File: src/rtl/apb4_prng_fifo.sv
// APB4 slave with a Galois LFSR feeding a small output FIFO of random words.
// Software seeds/enables the generator, pops values from VAL and watches STAT/irq_o.
module apb4_prng_fifo #(
  parameter int                    DATA_WIDTH = 32,
  parameter int                    LFSR_WIDTH = 32,
  parameter logic [LFSR_WIDTH-1:0] POLY       = LFSR_WIDTH'(32'h04C1_1DB7),
  parameter int                    FIFO_DEPTH = 8
) (
  input  logic                  pclk,
  input  logic                  presetn,
  input  logic [5:0]            paddr,
  input  logic                  psel,
  input  logic                  penable,
  input  logic                  pwrite,
  input  logic [DATA_WIDTH-1:0] pwdata,
  output logic [DATA_WIDTH-1:0] prdata,
  output logic                  pready,
  output logic                  pslverr,
  output logic                  irq_o
);

  localparam int AW = $clog2(FIFO_DEPTH);
  localparam int CW = AW + 1;

  logic                  en_q, en_d, ie_q, ie_d;
  logic [3:0]            skip_q, skip_d, skipCnt_q, skipCnt_d;
  logic [4:0]            thr_q, thr_d;
  logic [LFSR_WIDTH-1:0] lfsr_q, lfsr_d, lfsrNext, seedVal;
  logic [AW-1:0]         wrPtr_q, wrPtr_d, rdPtr_q, rdPtr_d;
  logic [CW-1:0]         count_q, count_d;
  logic                  irq_q, irq_d;
  logic [DATA_WIDTH-1:0] mem_q [FIFO_DEPTH];

  logic       xfer, wrXfer, rdXfer, ctrlWr, seedWr, clr, valRd, pop, push, step;
  logic       empty, full;
  logic [3:0] idx;
  logic [4:0] countExt;
  logic [DATA_WIDTH-1:0] rdata;
  logic       unusedBits;

  assign idx      = paddr[5:2];
  assign xfer     = psel & penable;
  assign wrXfer   = xfer & pwrite;
  assign rdXfer   = xfer & ~pwrite;
  assign ctrlWr   = wrXfer & (idx == 4'd0);
  assign seedWr   = wrXfer & (idx == 4'd1);
  assign clr      = ctrlWr & pwdata[2];
  assign valRd    = rdXfer & (idx == 4'd2);
  assign empty    = (count_q == '0);
  assign full     = (count_q == CW'(FIFO_DEPTH));
  assign pop      = valRd & ~empty;
  assign step     = en_q & ~full & ~seedWr;
  assign countExt = 5'(count_q);
  assign seedVal  = pwdata[LFSR_WIDTH-1:0];
  assign lfsrNext = {lfsr_q[LFSR_WIDTH-2:0], 1'b0} ^ (lfsr_q[LFSR_WIDTH-1] ? POLY : '0);
  assign unusedBits = ^{paddr[1:0], pwdata};

  always_comb begin
    en_d      = en_q;
    ie_d      = ie_q;
    skip_d    = skip_q;
    thr_d     = thr_q;
    lfsr_d    = lfsr_q;
    skipCnt_d = skipCnt_q;
    wrPtr_d   = wrPtr_q;
    rdPtr_d   = rdPtr_q;
    count_d   = count_q;
    push      = 1'b0;

    if (ctrlWr) begin
      en_d   = pwdata[0];
      ie_d   = pwdata[1];
      skip_d = pwdata[7:4];
      thr_d  = pwdata[12:8];
    end

    // A seed load takes priority over stepping; a clear still lets the generator step but drops the value.
    if (seedWr) begin
      lfsr_d    = (seedVal == '0) ? LFSR_WIDTH'(1) : seedVal;
      skipCnt_d = 4'd0;
    end else if (step) begin
      lfsr_d = lfsrNext;
      if (skipCnt_q == skip_q) begin
        skipCnt_d = 4'd0;
        push      = ~clr;
      end else begin
        skipCnt_d = skipCnt_q + 4'd1;
      end
    end

    if (clr) begin
      wrPtr_d = '0;
      rdPtr_d = '0;
      count_d = '0;
    end else begin
      if (push) wrPtr_d = wrPtr_q + AW'(1);
      if (pop)  rdPtr_d = rdPtr_q + AW'(1);
      case ({push, pop})
        2'b10:   count_d = count_q + CW'(1);
        2'b01:   count_d = count_q - CW'(1);
        default: count_d = count_q;
      endcase
    end

    irq_d = ie_q & (thr_q != 5'd0) & (countExt >= thr_q);
  end

  always_ff @(posedge pclk or negedge presetn) begin
    if (!presetn) begin
      en_q      <= 1'b0;
      ie_q      <= 1'b0;
      skip_q    <= 4'd0;
      thr_q     <= 5'd0;
      lfsr_q    <= LFSR_WIDTH'(1);
      skipCnt_q <= 4'd0;
      wrPtr_q   <= '0;
      rdPtr_q   <= '0;
      count_q   <= '0;
      irq_q     <= 1'b0;
    end else begin
      en_q      <= en_d;
      ie_q      <= ie_d;
      skip_q    <= skip_d;
      thr_q     <= thr_d;
      lfsr_q    <= lfsr_d;
      skipCnt_q <= skipCnt_d;
      wrPtr_q   <= wrPtr_d;
      rdPtr_q   <= rdPtr_d;
      count_q   <= count_d;
      irq_q     <= irq_d;
    end
  end

  // Storage needs no reset; the pointers and count define which entries are valid.
  always_ff @(posedge pclk) begin
    if (push) mem_q[wrPtr_q] <= DATA_WIDTH'(lfsr_d);
  end

  always_comb begin
    rdata = '0;
    if (rdXfer) begin
      case (idx)
        4'd0: begin
          rdata[0]    = en_q;
          rdata[1]    = ie_q;
          rdata[7:4]  = skip_q;
          rdata[12:8] = thr_q;
        end
        4'd2: if (!empty) rdata = mem_q[rdPtr_q];
        4'd3: begin
          rdata[0]    = empty;
          rdata[1]    = full;
          rdata[12:8] = countExt;
        end
        default: rdata = '0;
      endcase
    end
  end

  assign prdata  = presetn ? rdata : '0;
  assign pslverr = presetn & valRd & empty;
  assign pready  = 1'b1;
  assign irq_o   = irq_q;

endmodule

File: config.mk
export PLATFORM = sky130hd
export DESIGN_NAME = apb4_prng_fifo
export DESIGN_NICKNAME = d
export VERILOG_FILES = /design/src/rtl/apb4_prng_fifo.sv
export SDC_FILE = /design/constraint.sdc
export NUM_CORES = 1
export LEC_CHECK = 0
export CAP_MARGIN = 30
export CELL_PAD_IN_SITES_DETAIL_PLACEMENT = 1
export CELL_PAD_IN_SITES_GLOBAL_PLACEMENT = 1
export CORE_MARGIN = 1.5
export CORE_UTILIZATION = 49
export DETAILED_ROUTE_END_ITERATION = 6
export HOLD_SLACK_MARGIN = 0.12
export PLACE_DENSITY = 0.82
export SLEW_MARGIN = 20
export SYNTH_ARGS = -nofsm -noshare
export SYNTH_HDL_FRONTEND = slang
export SYNTH_SLANG_ARGS = --single-unit
File: constraint.sdc
create_clock -name pclk -period 4.5 [get_ports pclk]
set_input_delay 0.45 -clock pclk [delete_from_list [all_inputs] [get_ports pclk]]
set_output_delay 0.45 -clock pclk [all_outputs]
set_load 0.03 [all_outputs]
# Word-level counts from Yosys, hierarchy flattened
# Memory sizes are Yosys's and may differ from the RTL's.
# Cells that the tools add are included.
[totals]
ram_bits = 256
input_bits = 43
mem_bits_ro = 0
out_inout_bits = 35
latch_bits = 0
reg_bits = 58
word_cells = 78
n_memories = 1
[op_classes]
multipliers = 0
magnitude_cmp = 1
n_addsub = 5
eq_ne = 7
n_reduce_logical = 8
bitwise_logic = 20
mux = 26
n_shift = 0
n_div = 0
[memory_table]
columns = ["name", "depth", "word_bits", "rd", "rd_ports_with_merged_regs", "write_ports", "line_no", "source"]
rows = [
  ["mem_q", 8, 32, 1, 0, 1, "32", "logic [DATA_WIDTH-1:0] mem_q [FIFO_DEPTH];"],
]
[ops]
columns = ["cell", "count"]
rows = [
  ["$mux 32", 6],
  ["$logic_not 32->1", 1],
  ["$xor 32x27->32", 1],
  ["$mux 27", 1],
  ["$mux 19", 1],
  ["$mux 4", 4],
  ["$pmux 4 s2", 2],
  ["$pmux 5 s3", 1],
  ["$and 1x1->1", 14],
  ["$mux 3", 4],
  ["$add 4x1->4 const B", 2],
  ["$eq 4x2->1 const B", 2],
  ["$logic_not 4->1", 2],
  ["$add 3x1->3 const B", 2],
  ["$pmux 2 s3", 1],
  ["$reduce_bool 2->1", 3],
  ["$ge 4x5->1", 1],
  ["$mux 1", 5],
  ["$not 1->1", 5],
  ["$reduce_bool 5->1", 1],
  ["$eq 4x1->1 const B", 1],
  ["$eq 4x4->1", 1],
  ["$eq 4x4->1 const B", 1],
  ["$sub 4x1->4 const B", 1],
  ["4 further kinds", 4],
]

# Longest topological paths before layout
[depth]
word_depth = 11
mapped_depth = 9
ltp_nobuf = 8

# Worst setup path after synthesis
# No wires, ideal clock.
[synth_path]
path_kind = "input-to-reg"
startpoint = "in pwrite"
endpoint = "mem mem_q[0][0] (enable)"
cell_stages = 6
setup_time_ns = 0.468
arrival_time_ns = 3.852
required_time_ns = 4.032
setup_slack_ns = 0.180
path_cell_list = "and3_1 -> and2_1 -> buf_2 -> nor3_4 -> nor3b_2 -> nor3b_1"
[synth_between]
elab_chain_cells = 9
elab_cells_between_ends = 12
[synth_rtl]
columns = ["element", "line_no", "source"]
rows = [
  ["start: declaration", "14", "input logic pwrite,"],
  ["$and 1x1->1 (*)", "43", "assign wrXfer = xfer & pwrite;"],
  ["$and 1x1->1", "45", "assign ctrlWr = wrXfer & (idx == 4'd0);"],
  ["$and 1x1->1", "47", "assign clr = ctrlWr & pwdata[2];"],
  ["$not 1->1", "85", "push = ~clr;"],
  ["$mux 1", "83", "if (skipCnt_q == skip_q) begin"],
  ["$mux 1", "81", "end else if (step) begin"],
  ["$mux 1 (*)", "78", "if (seedWr) begin"],
  ["$mux 1 (*)", "136", "if (push) mem_q[wrPtr_q] <= DATA_WIDTH'(lfsr_d);"],
  ["$mux 1 (implied by the code) (*)", "136", ""],
  ["end: declaration", "32", ""],
]
# Every way passes the cells marked *; elsewhere a longest branch is shown, timed or not.

# Worst setup path after layout
[layout_path]
startpoint = "reg rdPtr_q[0]"
endpoint = "out prdata[25]"
[layout_between]
elab_chain_cells = 5
[layout_rtl]
columns = ["element", "line_no", "source"]
rows = [
  ["start: declaration", "29", "logic [AW-1:0] wrPtr_q, wrPtr_d, rdPtr_q, rdPtr_d;"],
  ["start signal: assignment", "128", "rdPtr_q <= rdPtr_d;"],
  ["$mem_v2 8x32", "--", ""],
  ["$mux 32", "149", "4'd2: if (!empty) rdata = mem_q[rdPtr_q];"],
  ["$mux 19", "142", "case (idx)"],
  ["$mux 32", "141", "if (rdXfer) begin"],
  ["$mux 32", "160", "assign prdata = presetn ? rdata : '0;"],
  ["end: declaration", "16", "output logic [DATA_WIDTH-1:0] prdata,"],
]
# Every way passes these cells.

==> metrics.cfg <==
[drt]
drcViolationCount = 10
via_per_inst = 5.97
vias = 7303
drt_iter0_markers = 553
drt.antenna.violating_nets = 0
wl_per_cell_um = 24.6
drtPass1Iterations = 7
wl_mm = 30.1

[clock_network]
cts_setup_buffers = 0
clk_pin_slew_ps = 60
ctsHtreeMaxLevel = 1
clock_latency_ps = 560
clockBufferDepth = 3
clockRootBuffer = clkbuf_16
cts_buffers = 31
cts_tree = done
clock_sinks = 314

[floorplan]
core_mm2 = 0.0261
dieArea_mm2 = 0.0277
placementRows = 59
io_pins = 78
die_h_um = 166
initial_core_util_pct = 50.0
die_w_um = 166

[place]
dp_hpwl_mm = 18.5
pre_cts_slack_ps = 1030
place.gp.congestion = 0.776
portBuffers = 74

[synth]
synth-seq-cells = 314
synthesis.nets = 826
synth_common_cells = 256 x edfxtp_1, 64 x mux4_2, 61 x nor2_1
yosysUniqueCellTypes = 49
synth_edf_count = 256
synthCells = 775
ys.flop_type = edfxtp_1
synth_top_area_share_pct = 58.8
synth.most_common_cell = edfxtp_1
netlist_area_mm2 = 0.0131
ys_seq_area_share_pct = 69.9
synth_area_leaders = edfxtp_1 59%, mux4_2 11%, dfrtp_1 11%
synthArstFlopShare_pct = 18.5
synth.avg_cell_area_um2 = 16.9
synth_warnings = 0
yosysTopAreaCell = edfxtp_1

[power_and_ir_drop]
powerDensity_mw_per_mm2 = 616
finalPower_mw = 9.41
power.leakage_nw = 5.03
irDropWorstVdd_mv = 0.371

[timing]
fin_crit_ps = 3810
hold_viol = 0
worst_pin_slew_ps = 975
relSlewSlack_pct = 35.0
period_share_pct = 84.6
finalSetupTns_ps = 0
finClkSkew_ps = 23.7
rsz0062_at_grt = false
postLayoutSetupSlackWorst_ps = 691
slew_viol_final = 0
max_freq_mhz = 263
setup_viol = 0

[worst_setup_path]
crit_required_ps = 4050
worstPathCellList = buf_4, mux4_2, mux2i_1, nor2_1, clkdlybuf4s50_1
crit_path_top_delay_cell = dfrtp_4
worstPathArrival_ps = 3360
end_kind = output pin
critPathMaxStageDelay_ps = 1000
path_buf_inv = 2
crit_family = flip-flops
crit_type = flip-flop to output pin
crit_fanout = 42
critPathLaunchType = flip-flop

[grt]
grt_max_degree = 63
grt_overflow = 0
track_usage_pct = 22.4
grt_pass1_wl_mm = 47.0
grt_pass1_vias = 7816
antenna_found_initial = 0

[cells_and_area]
layout-drive-gt1-share_pct = 18.6
areaGrowthSynthToFinish_pct = 16.8
n_antenna_cell = 0
nNetsFinal = 916
fill_cells = 2383

[status]
outcome = finished, violations left
violations = design-rule violations

[worst_hold_path]
hold_class = primary input to asynchronous set/reset pin

[flow_run]
max-cap-violations = 0

-- cell type report --
class,count,area (um^2),share of cell area (%)
Sequential cell,314,9150,59.9
Timing Repair Buffer,103,968,6.34
Clock buffer,45,868,5.68
Inverter,7,26.3,0.172
Clock inverter,12,104,0.680
Tap cell,335,419,2.74
Multi-Input combinational cell,408,3740,24.5
-- through the flow --
step	util (%)	instance area [um^2]	hold WS [ps]	std cells
after floorplan	-	13100	154	775
after global placement	54.6	14300	349	1161
after detailed placement	54.6	14300	351	1161
after CTS	58.4	15300	297	1219
after global routing	58.5	15300	310	1224
final	58.5	15300	308	1224
-- final timing paths --
check                      cells after the start  slack [ps]    startpoint            to
hold / removal                                 2         310       presetn      thr_q[4]
max in group asynchronous                      3        3430       presetn     lfsr_q[0]
min in group pclk                              1         530      thr_q[4]         irq_o
hold reg to reg                                1         530      thr_q[4]         irq_o
setup / recovery                               5         690    rdPtr_q[0]    prdata[25]
setup reg to reg                               6        1570  skipCnt_q[0]  mem_q[7][28]
-- kinds of logic after synthesis --
group / share of synthesized area [%]
AO/OA/AOI/OAI: 3.72
XOR/XNOR: 1.47
adder cells (fa/ha/maj): 0.765
buffers and inverters: 1.80
flip-flops: 69.9
multiplexers: 15.8
other: 0.0287
AND/OR/NAND/NOR: 6.57
-- layer usage --
metal  share of wire, %  routed length (um)  vias up  GRT usage, %
li1                   -                   -     3202             -
met1                 43               13100     3817          32.1
met2                 49               14700      238          36.6
met3                5.8                1750       46          3.10
met4                1.9                 575        0          5.77
met5                  0                   0        -             0
-- power breakdown --
group | internal, mW | switching (mW) | leakage [nW]
logic | 0.870 | 1.40 | 1.53
registers | 4.27 | 0.398 | 3.02
clock network | 1.44 | 1.03 | 0.478
-- worst reg2reg max path: stages, from the launching register on --
cell	delay, ps
dfrtp_1	440
xnor2_1	200
nand4_1	240
nor3_4	340
nand3_1	310
nor2_4	610
buf_4	430
-- state kept, by name (all words and copies together), names as in the netlist, 3 cells and up --
name       cells
mem_q        256
lfsr_q        32
thr_q          5
count_q        4
skipCnt_q      4
skip_q         4
rdPtr_q        3
wrPtr_q        3
-- repair_timing --
action / CTS / global route
hold buffers: 1 / 0
hold endpoints to repair: 8 / 0
gates resized for setup: 0 / 0
-- cells in the final DEF (no fill, tap or decap), types with 7 or more instances in the layout --
master           Yosys  layout
clkbuf_16            0      31
xnor2_1             20      20
clkdlybuf4s50_1      0      73
ha_1                 8       8
mux2i_1             54      54
clkbuf_1            19      10
mux2_2               7       7
a21oi_1             24      24
buf_4                4      21
dfrtp_1             57      54
nand2_1             49      49
nor4_1              10      10
edfxtp_1           256     256
nor2_1              61      60
o21ai_1             21      21
o21ai_0             17      17
mux4_2              64      64
inv_1                7       7
Power figures use the tool's default switching activity.
